--- config.mk ---
export PLATFORM = sky130hd
export DESIGN_NAME = memory_arbiter
export DESIGN_NICKNAME = d
export VERILOG_FILES = /design/src/rtl/memory_arbiter.sv
export SDC_FILE = /design/constraint.sdc
export NUM_CORES = 1
export LEC_CHECK = 0
export BUFFER_PORTS_ARGS = -buffer_cell sky130_fd_sc_hd__buf_2
export CORE_MARGIN = 1
export CORE_UTILIZATION = 43
export DETAILED_ROUTE_END_ITERATION = 6
export PLACE_DENSITY = 0.87
export SLEW_MARGIN = 20
export SYNTH_ARGS = -nofsm -noshare
export SYNTH_HDL_FRONTEND = slang
export SYNTH_SLANG_ARGS = --single-unit
--- constraint.sdc ---
create_clock -name clk -period 1.4 [get_ports clk]
set_input_delay 0.21 -clock clk [delete_from_list [all_inputs] [get_ports clk]]
set_output_delay 0.21 -clock clk [all_outputs]
set_load 0.01 [all_outputs]
--- src/rtl/memory_arbiter.sv ---
`timescale 1ns/1ps
`default_nettype none
// ============================================================================
// Module   : memory_arbiter
// Purpose  : Shares one single-ported memory (combinational read, synchronous
//            write, response handshake) between an instruction-fetch port
//            (port 0, read-only) and a load/store port (port 1, read/write).
//            The winning request is registered, one memory transaction is
//            driven, read data is captured and a one-cycle ack is returned
//            to the winner. Conflicts are resolved round-robin. A timeout
//            counter aborts a transaction whose memory never responds.
// Ports    : clk, rst_n          - clock, asynchronous active-low reset
//            i_read/i_address    - port 0 read request (held until i_ack)
//            i_read_data/i_ack/i_error - port 0 completion (data/error valid
//                                  with i_ack)
//            d_read/d_write/d_address/d_write_data - port 1 request
//            d_read_data/d_ack/d_error - port 1 completion
//            mem_*               - memory-side strobes, address, data, response
// Revision : 1.0 - initial release
// ============================================================================
module memory_arbiter #(
  parameter int TIMEOUT_CYCLES = 16
) (
  input  logic        clk,
  input  logic        rst_n,
  // port 0 : instruction fetch
  input  logic        i_read,
  input  logic [31:0] i_address,
  output logic [31:0] i_read_data,
  output logic        i_ack,
  output logic        i_error,
  // port 1 : load/store
  input  logic        d_read,
  input  logic        d_write,
  input  logic [31:0] d_address,
  input  logic [31:0] d_write_data,
  output logic [31:0] d_read_data,
  output logic        d_ack,
  output logic        d_error,
  // memory side
  output logic        mem_read,
  output logic        mem_write,
  output logic [31:0] mem_address,
  output logic [31:0] mem_write_data,
  input  logic [31:0] mem_read_data,
  input  logic        mem_response
);

  localparam int c_cnt_w    = (TIMEOUT_CYCLES > 1) ? $clog2(TIMEOUT_CYCLES) : 1;
  localparam int c_last_int = (TIMEOUT_CYCLES > 0) ? (TIMEOUT_CYCLES - 1) : 0;
  localparam logic [c_cnt_w-1:0] c_cnt_last = c_last_int[c_cnt_w-1:0];
  localparam logic c_timeout_en = (TIMEOUT_CYCLES != 0);

  typedef enum logic [1:0] {
    S_IDLE   = 2'd0,
    S_ACCESS = 2'd1,
    S_RESP   = 2'd2
  } state_t;

  state_t             r_state;
  logic               r_last_grant;  // 1 = port 1 won last time
  logic               r_port;        // port owning the current transaction
  logic               r_is_write;
  logic [31:0]        r_addr;
  logic [31:0]        r_wdata;
  logic               r_mem_read;
  logic               r_mem_write;
  logic [c_cnt_w-1:0] r_cnt;
  logic               r_i_ack;
  logic               r_d_ack;
  logic               r_i_err;
  logic               r_d_err;
  logic [31:0]        r_i_rdata;
  logic [31:0]        r_d_rdata;

  logic        w_req0;
  logic        w_req1;
  logic        w_pick1;
  logic        w_grant_write;
  logic        w_timeout;
  logic [31:0] w_capture;

  assign w_req0 = i_read;
  assign w_req1 = d_read | d_write;
  // Port 1 wins when alone, or on a conflict when port 0 was served last.
  assign w_pick1 = w_req1 & (~w_req0 | ~r_last_grant);
  // A simultaneous read+write on port 1 is treated as a write.
  assign w_grant_write = w_pick1 & d_write;
  assign w_timeout = c_timeout_en & (r_cnt == c_cnt_last);
  // Writes and aborted transactions return zero read data.
  assign w_capture = (mem_response && !r_is_write) ? mem_read_data : 32'd0;

  always_ff @(posedge clk or negedge rst_n) begin
    if (!rst_n) begin
      r_state      <= S_IDLE;
      r_last_grant <= 1'b1;
      r_port       <= 1'b0;
      r_is_write   <= 1'b0;
      r_addr       <= 32'd0;
      r_wdata      <= 32'd0;
      r_mem_read   <= 1'b0;
      r_mem_write  <= 1'b0;
      r_cnt        <= '0;
      r_i_ack      <= 1'b0;
      r_d_ack      <= 1'b0;
      r_i_err      <= 1'b0;
      r_d_err      <= 1'b0;
      r_i_rdata    <= 32'd0;
      r_d_rdata    <= 32'd0;
    end else begin
      // acks are single-cycle pulses
      r_i_ack <= 1'b0;
      r_d_ack <= 1'b0;
      case (r_state)
        S_IDLE: begin
          if (w_req0 | w_req1) begin
            r_port       <= w_pick1;
            r_last_grant <= w_pick1;
            r_is_write   <= w_grant_write;
            r_addr       <= w_pick1 ? d_address : i_address;
            r_wdata      <= w_pick1 ? d_write_data : 32'd0;
            // strobes are registered so they are high exactly in ACCESS
            r_mem_read   <= ~w_grant_write;
            r_mem_write  <= w_grant_write;
            r_cnt        <= '0;
            r_state      <= S_ACCESS;
          end
        end
        S_ACCESS: begin
          if (mem_response || w_timeout) begin
            r_mem_read  <= 1'b0;
            r_mem_write <= 1'b0;
            r_state     <= S_RESP;
            if (r_port) begin
              r_d_rdata <= w_capture;
              r_d_err   <= ~mem_response;
              r_d_ack   <= 1'b1;
            end else begin
              r_i_rdata <= w_capture;
              r_i_err   <= ~mem_response;
              r_i_ack   <= 1'b1;
            end
          end else begin
            r_cnt <= r_cnt + 1'b1;
          end
        end
        S_RESP: begin
          r_state <= S_IDLE;
        end
        default: begin
          r_state <= S_IDLE;
        end
      endcase
    end
  end

  assign i_read_data    = r_i_rdata;
  assign i_ack          = r_i_ack;
  assign i_error        = r_i_err;
  assign d_read_data    = r_d_rdata;
  assign d_ack          = r_d_ack;
  assign d_error        = r_d_err;
  assign mem_read       = r_mem_read;
  assign mem_write      = r_mem_write;
  assign mem_address    = r_addr;
  assign mem_write_data = r_wdata;

endmodule
`default_nettype wire
# Yosys cells after proc, flatten, opt, wreduce, memory -nomap -nowiden
# Cells that the tools add are included.
[totals]
regBits = 143
latch_bits = 0
ram_bits = 0
romBits = 0
input_bits = 134
output_inout_bits = 134
elab_cells = 62
memories = 0
[op_classes]
add_sub_neg = 1
n_mul = 0
n_div = 0
n_lt_le_gt_ge = 0
n_eq_ne = 5
shift = 0
muxes = 20
n_bitwise = 10
reduce_logical = 11
[op_table]
columns = ["cell", "count"]
rows = [
  ["$mux 32", 3],
  ["$reduce_and 3->1", 4],
  ["$mux 1", 9],
  ["$mux 4", 2],
  ["$pmux 4 s2", 1],
  ["$ne 2x2->1 const B", 3],
  ["$not 1->1", 5],
  ["$add 4x1->4 const B", 1],
  ["$eq 4x4->1 const B", 1],
  ["$mux 2", 2],
  ["$pmux 1 s2", 2],
  ["$pmux 2 s2", 1],
  ["$reduce_and 2->1", 2],
  ["$or 1x1->1", 3],
  ["$and 1x1->1", 2],
  ["$eq 2x1->1 const B", 1],
  ["$logic_not 2->1", 1],
  ["$reduce_bool 2->1", 1],
  ["$logic_and 1x1->1", 1],
  ["$logic_not 1->1", 1],
  ["$logic_or 1x1->1", 1],
]

# Depth between registers and ports, before layout
# Gate-level depths: netlist (run 1).
[logic_depth]
depth_word = 7
ltp_mapped = 6
depth_no_buf = 4

# Least setup slack after synthesis (run 1)
# Ideal clock, no wire load.
[synth_timing]
path_type = "reg-to-reg"
start = "reg r_state[1]"
end = "reg r_addr[10], in the netlist mem_address[10]"
setup_time_ps = 125
arrival_ps = 1452
t_required_ps = 1275
path_slack_ps = -177
stages_incl_launch_ff = 6
n_path_buf = 2
synth_period_minus_slack_ps = 1577
path_cell_list = "dfrtp_1 or2_1 buf_4 nor2_8 buf_6 mux2_2"
[synth_between]
elab_chain_cells = 2
[synth_lines]
columns = ["element", "line_no", "text"]
rows = [
  ["start: declaration", "60", "state_t r_state;"],
  ["start signal: assignment", "95", "r_state <= S_IDLE;"],
  ["start signal: assignment", "126", "r_state <= S_ACCESS;"],
  ["start signal: assignment", "133", "r_state <= S_RESP;"],
  ["$logic_not 2->1", "114", "case (r_state)"],
  ["$reduce_and 2->1 (no source line)", "--", ""],
  ["end signal: assignment", "120", "r_addr <= w_pick1 ? d_address : i_address;"],
  ["end: declaration", "64", "logic [31:0] r_addr;"],
]
# No other way between the ends.
# A chain may end at the register's enable or synchronous reset.

# Worst setup path in the final report (run 1)
[layout_timing]
start = "reg r_last_grant"
end = "reg r_addr[26], in the netlist mem_address[26]"
[layout_between]
elab_chain_cells = 4
[layout_lines]
columns = ["element", "line_no", "text"]
rows = [
  ["start: declaration", "61", "logic r_last_grant;"],
  ["start signal: assignment", "118", "r_last_grant <= w_pick1;"],
  ["$not 1->1", "86", "assign w_pick1 = w_req1 & (~w_req0 | ~r_last_grant);"],
  ["$or 1x1->1", "86", ""],
  ["$and 1x1->1", "86", ""],
  ["$mux 32", "120", ""],
]
# No other way between the ends.

==> results.json, run 1 <==
{
  "rrSetupSlack_ps": -200,
  "drive_above_1_share_pct": 57.85,
  "vias": 5215,
  "crit_chain": "a2bb2oi_4, buf_12, clkbuf_16, mux2_2, mux2_2",
  "boundaryPins": 268,
  "critPathMaxFanout": 7,
  "hold_depth": 3,
  "drc_errors": 0,
  "cts_inserted_buffers": 17,
  "multi_input_area_um2": 2297,
  "status": "finished, violations left",
  "portBuffers": 267,
  "clk_pin_slew_ps": 60,
  "crit_cells": 5,
  "ir_drop_mv": 1.344,
  "finalInstanceArea_um2": 8942,
  "cp-endpoint": "mem_address[26]",
  "crit_slowest_cell": "dfstp_2",
  "avgViaCountPerCell": 5.507,
  "fp.dieW_um": 119.8,
  "tightest_slew_ps": 424.4,
  "synth_edf_count": 0,
  "wirelength_mm": 18.80,
  "crit_required_ps": 1700,
  "dpl_cell_area_um2": 7780,
  "dp.cells": 896,
  "final_util_pct": 66.73,
  "clockBufferDepth": 2,
  "synthFlopType": "dfrtp_1",
  "grt_max_degree": 50,
  "n_antenna_cell": 0,
  "setup_tns_ps": -8387,
  "area_delta_synth_final_pct": 49.77,
  "gp_congestion": 0.7765,
  "slew_viol_final": 0,
  "crit_buf_inv": 2,
  "max-cap-violations": 0,
  "clk_latency_ps": 420,
  "violations": "negative setup slack",
  "start_util_pct": 44.56,
  "syn_avg_cell_area_um2": 13.04,
  "cts_sinks": 143,
  "seqCellArea_um2": 3580,
  "endpoint_kind": "register",
  "whs_ps": 24.25,
  "nFillCells": 990,
  "wl_per_cell_um": 19.85,
  "rows": 42,
  "relSlewSlack_pct": 71.70,
  "ff2ff_path_depth": 5,
  "htreeDepth": 4,
  "cts_tree": "yes",
  "die_area_um2": 14360,
  "grt_usage_pct": 25.79,
  "coreArea_um2": 13400,
  "nNetsFinal": 894,
  "fin_ws_ps": -195.2,
  "hp-class": "in2reg",
  "ys_ff_latch": 143,
  "drtPass1Iterations": 5,
  "finalCritPeriodShare_pct": 113.9,
  "die_h_um": 119.8,
  "antenna_found_initial": 1,
  "p_per_area_nw_per_um2": 2356,
  "overflow": 0,
  "yosysWarnings": 0,
  "rsz0062_at_grt": "yes",
  "hold_violations": 0,
  "arrival_ps": 1890,
  "dpl.hpwl_mm": 11.48,
  "synthArstFlopShare_pct": 100.0,
  "postRouteAntennaNets": 0,
  "r2r-end": "mem_address[26]",
  "cp-start-kind": "register",
  "finalNonFillerCells": 947,
  "crit_start": "r_last_grant",
  "grt_first_pass_wirelength_mm": 28.00,
  "drtIter0Drc": 338,
  "grt_pass1_vias": 5301,
  "critPathKind": "reg2reg",
  "min_period_ps": 1595,
  "slowest_delay_ps": 570,
  "rr_startpoint": "r_last_grant",
  "synth_nets": 593,
  "synth_seq_area_share_pct": 59.95,
  "path_delay_family": "flip-flops",
  "max_freq_mhz": 626.9,
  "critical_path.most_common_cell": "mux2_2",
  "root_buffer": "clkbuf_16",
  "power.leakage_nw": 4.461,
  "setup_viol": 87,
  "synthCells": 458,
  "clock-skew-final_ps": 5.544,
  "synth_cell_types": 37,
  "mappedNetlistArea_um2": 5971
}
## layer usage
layer  wire length, um  vias to the layer above  GRT usage, %
met2              9498                      267         43.75
met3              1450                       48         8.460
met4               725                        0         11.09
met1              7128                     2560         29.76
met5                 0                        -             0
li1                  -                     2340             -
## cell usage after synthesis (all sizes together) (2+ instances only)
cell type  instances  area, um^2
dfrtp            142        3553
o21ai             68       340.3
mux2              66       754.5
a32o              64       640.6
nand2             36       135.1
buf               28       173.9
clkbuf            15       58.81
a21oi              5       25.02
inv                4       15.01
o22ai              4       25.02
nor2               3       27.53
a31o               2       17.52
and3               2       12.51
mux2i              2       20.02
nor2b              2       12.51
nor3b              2       26.28
or2                2       12.52
## per-stage QoR
stage	power [mW]	setup WS, ps
3_5_place_dp	14.90	-378.6
4_1_cts	20.52	-196.3
6_report	21.07	-195.2
5_1_grt	22.14	-225.4
2_1_floorplan	11.37	-134.0
3_3_place_gp	14.59	-361.2
## power breakdown
part	internal (mW)	switching [mW]
clock network	2.75	1.69
logic	4.93	4.59
registers	5.99	1.12
total	13.7	7.40
## worst min-delay path by stage
stage                          start                  to  slack (ps)
floorplan                      rst_n               d_ack         -90
global placement               rst_n     i_read_data[23]         150
detailed placement             rst_n     i_read_data[23]         150
CTS                 d_write_data[11]  mem_write_data[11]           5
global route         d_write_data[1]   mem_write_data[1]           7
finish               d_write_data[6]   mem_write_data[6]          20
## layout make-up
cell class	count	share of cell area, %
Sequential cell	143	40.03
Multi-Input combinational cell	268	25.69
Timing Repair Buffer	325	25.14
Clock buffer	21	5.261
Tap cell	176	2.463
Clock inverter	10	1.245
Inverter	4	0.1679
## timing repair
action                                 4_1_cts  5_1_grt
hold buffers                                 1        0
buffers inserted                             8        6
setup endpoints to repair                  119      133
gates resized for setup                     40       47
pin swaps                                   38       19
endpoints found under the hold margin       31        0
gates cloned                                 9        4
## layout by cell type (no fill, tap or decap), drive strengths merged
cell type    Yosys  layout
buf             28     320
dfrtp          142     142
o21ai           68      68
mux2            66      66
a32o            64      64
nand2           36      36
clkbuf          15      25
inv              4       5
a21oi            5       5
clkinv           0       4
o22ai            4       4
clkinvlp         0       3
nor2             3       3
or2              2       2
and3             2       2
mux2i            2       2
bufinv           0       2
a31o             2       2
nor3b            2       2
nor2b            2       2
and3b            1       1
nor3             1       1
a2bb2oi          1       1
nand2b           1       1
o31ai            1       1
a31oi            1       1
a21boi           1       1
or3b             1       1
nand3            1       1
ha               1       1
dlygate4sd3      0       1
dfstp            1       1
## logic make-up (layout without fill, tap and decap cells)
| family | after synthesis | in the layout | share of synthesized area, % |
|---|---|---|---|
| fa+ha+maj | 1 | 1 | 0.2095 |
| simple gates | 52 | 52 | 4.548 |
| buf+inv | 47 | 360 | 4.149 |
| flops | 143 | 143 | 59.95 |
| mux | 68 | 68 | 12.97 |
| compound gates | 147 | 147 | 18.17 |
## registers in the layout, summed over array words and instances, names as in the netlist, 2 cells and up
signal and count:
d_read_data 32, i_read_data 32, mem_address 32, mem_write_data 32, r_cnt 4, r_state 2
## tightest hold or removal path, stage by stage
cell	delay [ps]
buf_2	90
nand2_1	50
o21ai_1	50
(Power assumes the default switching activity.)
==> inputs of run 2 (changes only) <==
Settings changed: CAP_MARGIN set to 0, CORE_UTILIZATION 43 to 51, PLACE_DENSITY 0.87 to 0.95.
Clock period 1.4 ns to 1.95 ns, I/O delays scaled along.
==> run 2 against run 1 <==
The run now ends clean. Critical path depth stayed put. Global-route usage is 0.36 points lower. Flip-flop and latch count stayed put. Power is 34% lower. Fmax is 7.4% lower. Utilization is 4.4 points higher. Routed wire length is 16% lower. Critical endpoint is now mem_address[16]. Largest cell class unchanged.
==> results.json, run 2 (same netlist as run 1, synthesis figures left out) <==
{
  "status": "complete, no violations",
  "grt_max_degree": 57,
  "crit_required_ps": 2250,
  "portBuffers": 267,
  "area_delta_synth_final_pct": 36.04,
  "nNetsFinal": 851,
  "hp-class": "in2reg",
  "hold_violations": 0,
  "n_antenna_cell": 0,
  "max-cap-violations": 0,
  "relSlewSlack_pct": 69.82,
  "start_util_pct": 52.29,
  "p_int_mw": 9.095,
  "vias": 4991,
  "whs_endpoint": "mem_write_data[4]",
  "endpoint_kind": "register",
  "clock-skew-final_ps": 9.343,
  "drtIter0Drc": 457,
  "dpl_cell_area_um2": 7471,
  "root_buffer": "clkbuf_16",
  "cp-start-kind": "register",
  "grt_pass1_vias": 4715,
  "pwr-share-comb_pct": 38.0,
  "dpl.hpwl_mm": 10.83,
  "p_total_mw": 13.84,
  "setup_tns_ps": 0,
  "r2r-end": "mem_address[16]",
  "boundaryPins": 268,
  "final_util_pct": 71.14,
  "crit_start": "r_state[1]",
  "slew_viol_final": 0,
  "crit_buf_inv": 2,
  "grt_usage_pct": 25.43,
  "fin_ws_ps": 226.5,
  "finalInstanceArea_um2": 8123,
  "wl_met2_mm": 8.021,
  "seqPwrFrac_pct": 36.5,
  "die_area_um2": 12140,
  "p_clk_share_pct": 25.5,
  "postRouteAntennaNets": 0,
  "final_common_cell": "buf_2",
  "drtPass1Iterations": 5,
  "fp.dieW_um": 110.2,
  "hold_depth": 3,
  "finalCritPeriodShare_pct": 88.38,
  "crit_slowest_cell": "dfrtp_1",
  "tightest_slew_ps": 451.7,
  "maxUsedRoutingLayer": "met4",
  "wl_per_cell_um": 18.09,
  "arrival_ps": 2020,
  "post-place-ws_ps": 225.8,
  "p_per_area_nw_per_um2": 1703,
  "antenna_found_initial": 0,
  "avgViaCountPerCell": 5.737,
  "crit_chain": "or2_1, buf_4, nor2_8, buf_12, mux2_2",
  "path_delay_family": "flip-flops",
  "htreeDepth": 4,
  "rsz0062_at_grt": "no",
  "drive_above_1_share_pct": 52.54,
  "die_h_um": 110.2,
  "min_period_ps": 1723,
  "cts_sinks": 143,
  "ff2ff_path_depth": 5,
  "drc_errors": 0,
  "rr_startpoint": "r_state[1]",
  "clk_pin_slew_ps": 60,
  "wirelength_mm": 15.74,
  "power.leakage_nw": 4.068,
  "cts_inserted_buffers": 17,
  "grt_first_pass_wirelength_mm": 23.08,
  "clockBufferDepth": 2,
  "rrSetupSlack_ps": 230,
  "max_freq_mhz": 580.2,
  "ir_drop_mv": 1.034,
  "wl_met3_mm": 1.219,
  "clk_latency_ps": 410,
  "overflow": 0,
  "hp-start": "d_write_data[4]",
  "power_switching_mw": 4.741,
  "slowest_delay_ps": 430,
  "netSwitchingFraction_pct": 34.27,
  "setup_viol": 0,
  "rows": 39,
  "cts_tree": "yes",
  "met1_length_mm": 6.196,
  "critPathKind": "reg2reg",
  "coreArea_um2": 11420,
  "gp_congestion": 0.8475,
  "critPathMaxFanout": 35,
  "final_cell_mix": "266 x buf_2, 142 x dfrtp_1, 64 x a32o_1"
}
[run 2: cell types whose count changed in the layout (fill, tap and decap cells not counted), sizes merged]
cell / previous run / this run
clkinv: 4 / 3
clkinvlp: 3 / 1
bufinv: 2 / 5
clkbuf: 25 / 20
buf: 320 / 281
[run 2: how the worst max path moves through the flow]
stage | end | slack (ps) | depth (start not counted)
after floorplan | mem_address[10] | 370 | 5
after global placement | mem_address[5] | 270 | 6
after detailed placement | mem_address[5] | 230 | 6
after CTS | mem_address[16] | 240 | 5
after global routing | mem_write_data[18] | 170 | 4
final | mem_address[16] | 230 | 5
[run 2: stage by stage]
stage | cells | hold slack [ps]
floorplan | 458 | -3.091
global placement | 839 | 229.1
detailed placement | 839 | 242.0
CTS | 870 | 92.90
global route | 870 | 95.77
finish | 870 | 102.0
[run 2: area by class of cell]
cell class,instances,area [um^2]
flip-flops and latches,143,3580
fillers,792,3296
multi-input cells,268,2162
repair buffers,282,1545
clock buffers,20,456.7
clock inverters,10,185.2
well taps,143,178.9
inverters,4,15.01
[run 2: worst min-delay path: cells and delay by family]
kind	cells	cell delay (ps)
AND/OR/NAND/NOR	1	50
AO/OA/AOI/OAI	1	50
buffers and inverters	1	90
[run 2: layer usage]
| layer | vias to the layer above | track usage (%) |
|---|---|---|
| li1 | 2239 | - |
| met1 | 2486 | 29.64 |
| met2 | 237 | 44.11 |
| met3 | 29 | 7.231 |
| met4 | 0 | 10.34 |
| met5 | - | 0 |
[run 2: timing repair]
action                    CTS  global route
hold buffers                1             0
buffers inserted            0             0
resized for setup           0             0
hold endpoints to repair   41             0
[run 2: power by group through the flow]
stage	Clock [mW]	Combinational [mW]	Sequential, mW
after floorplan	0	2.58	5.58
after global routing	3.73	5.72	5.21
final	3.53	5.26	5.05
after global placement	0	5.02	4.97
after detailed placement	0	5.25	5.07
after CTS	3.56	5.29	5.05
==> inputs of run 3 (changes only) <==
Settings changed: CELL_PAD_IN_SITES_DETAIL_PLACEMENT set to 2, CELL_PAD_IN_SITES_GLOBAL_PLACEMENT set to 2, CORE_UTILIZATION 51 to 31, PLACE_DENSITY 0.95 to 0.94.
==> run 3 against run 2 <==
Flip-flop and latch count unchanged. Clock skew about the same. Clock power decreased by 9.6%. Clock-buffer cell count increased by 2. Via count increased by 0.24%. Highest routed layer unchanged. Critical endpoint is now mem_address[24].
==> results.json, run 3 (same netlist as run 1, synthesis figures left out) <==
{
  "status": "complete, no violations",
  "final_util_pct": 43.71,
  "slew_viol_final": 0,
  "p_int_mw": 8.751,
  "grt_max_degree": 65,
  "coreArea_um2": 18770,
  "cts.repair.resized": 0,
  "netSwitchingFraction_pct": 36.40,
  "endpoint_kind": "register",
  "p_total_mw": 13.76,
  "finalNonFillerCells": 967,
  "critPathMaxFanout": 35,
  "drc_errors": 0,
  "nNetsFinal": 853,
  "setup_viol": 0,
  "vias": 5003,
  "die_h_um": 140.8,
  "clock-skew-final_ps": 9.719,
  "p_clk_share_pct": 23.2,
  "power_switching_mw": 5.008,
  "antenna_found_initial": 2,
  "dpl.hpwl_mm": 14.82,
  "drtPass1Iterations": 5,
  "max-cap-violations": 0,
  "cts_tree": "yes",
  "drtIter0Drc": 136,
  "clk_latency_ps": 420,
  "clockBufferDepth": 2,
  "hold_depth": 3,
  "final_cell_mix": "266 x buf_2, 142 x dfrtp_1, 64 x a32o_1",
  "nFillCells": 1999,
  "arrival_ps": 2060,
  "avgViaCountPerCell": 5.174,
  "hold_violations": 0,
  "dpl_cell_area_um2": 7612,
  "grt_usage_pct": 21.21,
  "drive_above_1_share_pct": 52.53,
  "gp_congestion": 0.7401,
  "whs_endpoint": "mem_write_data[7]",
  "cp-start-kind": "register",
  "clk_pin_slew_ps": 60,
  "cts_sinks": 143,
  "postRouteAntennaNets": 0,
  "max_freq_mhz": 565.8,
  "cts_inserted_buffers": 17,
  "relSlewSlack_pct": 69.44,
  "rows": 50,
  "htreeDepth": 4,
  "wirelength_mm": 20.46,
  "area_delta_synth_final_pct": 37.41,
  "finalCritPeriodShare_pct": 90.64,
  "finalInstanceArea_um2": 8204,
  "ff2ff_path_depth": 4,
  "seqPwrFrac_pct": 36.8,
  "p_per_area_nw_per_um2": 1677,
  "hp-class": "in2reg",
  "rr_startpoint": "r_state[1]",
  "pwr-share-comb_pct": 40.0,
  "overflow": 0,
  "die_area_um2": 19820,
  "dp.cells": 932,
  "whs_ps": 108.2,
  "portBuffers": 267,
  "root_buffer": "clkbuf_16",
  "ir_drop_mv": 0.6636,
  "rsz0062_at_grt": "no",
  "fin_ws_ps": 182.6,
  "post-place-ws_ps": 169.4,
  "hp-start": "d_write_data[7]",
  "wl_per_cell_um": 21.16,
  "power.leakage_nw": 4.051,
  "critPathKind": "reg2reg",
  "rrSetupSlack_ps": 180,
  "setup_tns_ps": 0,
  "grt_pass1_vias": 5733,
  "grt_first_pass_wirelength_mm": 32.03,
  "min_period_ps": 1767,
  "r2r-end": "mem_address[24]",
  "tightest_slew_ps": 458.4,
  "boundaryPins": 268,
  "start_util_pct": 31.81,
  "crit_required_ps": 2240,
  "fp.dieW_um": 140.8,
  "final_common_cell": "buf_2"
}
[run 3: cell types whose count changed in the layout (fill, tap and decap cells not counted), sizes merged]
cell,before,now
buf,281,283
bufinv,5,2
clkbuf,20,22
clkinv,3,6
clkinvlp,1,2
diode,0,2
inv,5,4
[run 3: power by group through the flow]
stage                     clock network [mW]  logic (mW)  registers (mW)
after floorplan                            0        2.58            5.58
after global placement                     0        5.27            4.98
after detailed placement                   0        5.60            5.13
after CTS                               3.28        5.62            5.09
after global routing                    3.40        5.97            5.23
final                                   3.19        5.50            5.06
[run 3: critical path, stage by stage (launching register included)]
cell	delay [ps]
dfrtp_1	440
or2_1	410
nor2_8	170
buf_12	220
mux2_2	380
[run 3: how the worst max path moves through the flow]
stage,from,end,slack [ps],depth (start not counted)
after floorplan,r_state[1],mem_address[10],370,5
after global placement,r_state[1],mem_address[23],260,4
after detailed placement,d_write,mem_write_data[13],170,6
after CTS,r_state[1],mem_write_data[29],170,4
after global routing,r_state[1],mem_write_data[29],90,4
final,r_state[1],mem_address[24],180,4
[run 3: repair_timing]
| item | in CTS | in global routing |
|---|---|---|
| setup buffers | 0 | 0 |
| endpoints found under the hold margin | 37 | 0 |
| setup endpoints to repair | 0 | 0 |
| hold buffers | 1 | 0 |
[run 3: final cells by class]
cell class | count | area [um^2] | area share [%]
Inverter | 4 | 15.01 | 0.1830
Tap cell | 234 | 292.8 | 3.569
Antenna cell | 2 | 5.005 | 0.06100
Multi-Input combinational cell | 268 | 2162 | 26.35
Clock inverter | 10 | 112.6 | 1.373
Sequential cell | 143 | 3580 | 43.63
Clock buffer | 22 | 464.2 | 5.658
Timing Repair Buffer | 284 | 1573 | 19.17
[run 3: per-layer routing]
| metal | wire, um | vias up | GRT usage (%) | part of all wire, % |
|---|---|---|---|---|
| li1 | - | 2237 | - | - |
| met1 | 7970 | 2542 | 23.52 | 39 |
| met2 | 10960 | 183 | 39.33 | 54 |
| met3 | 973 | 41 | 4.518 | 4.8 |
| met4 | 556 | 0 | 8.524 | 2.7 |
| met5 | 0 | - | 0 | 0 |
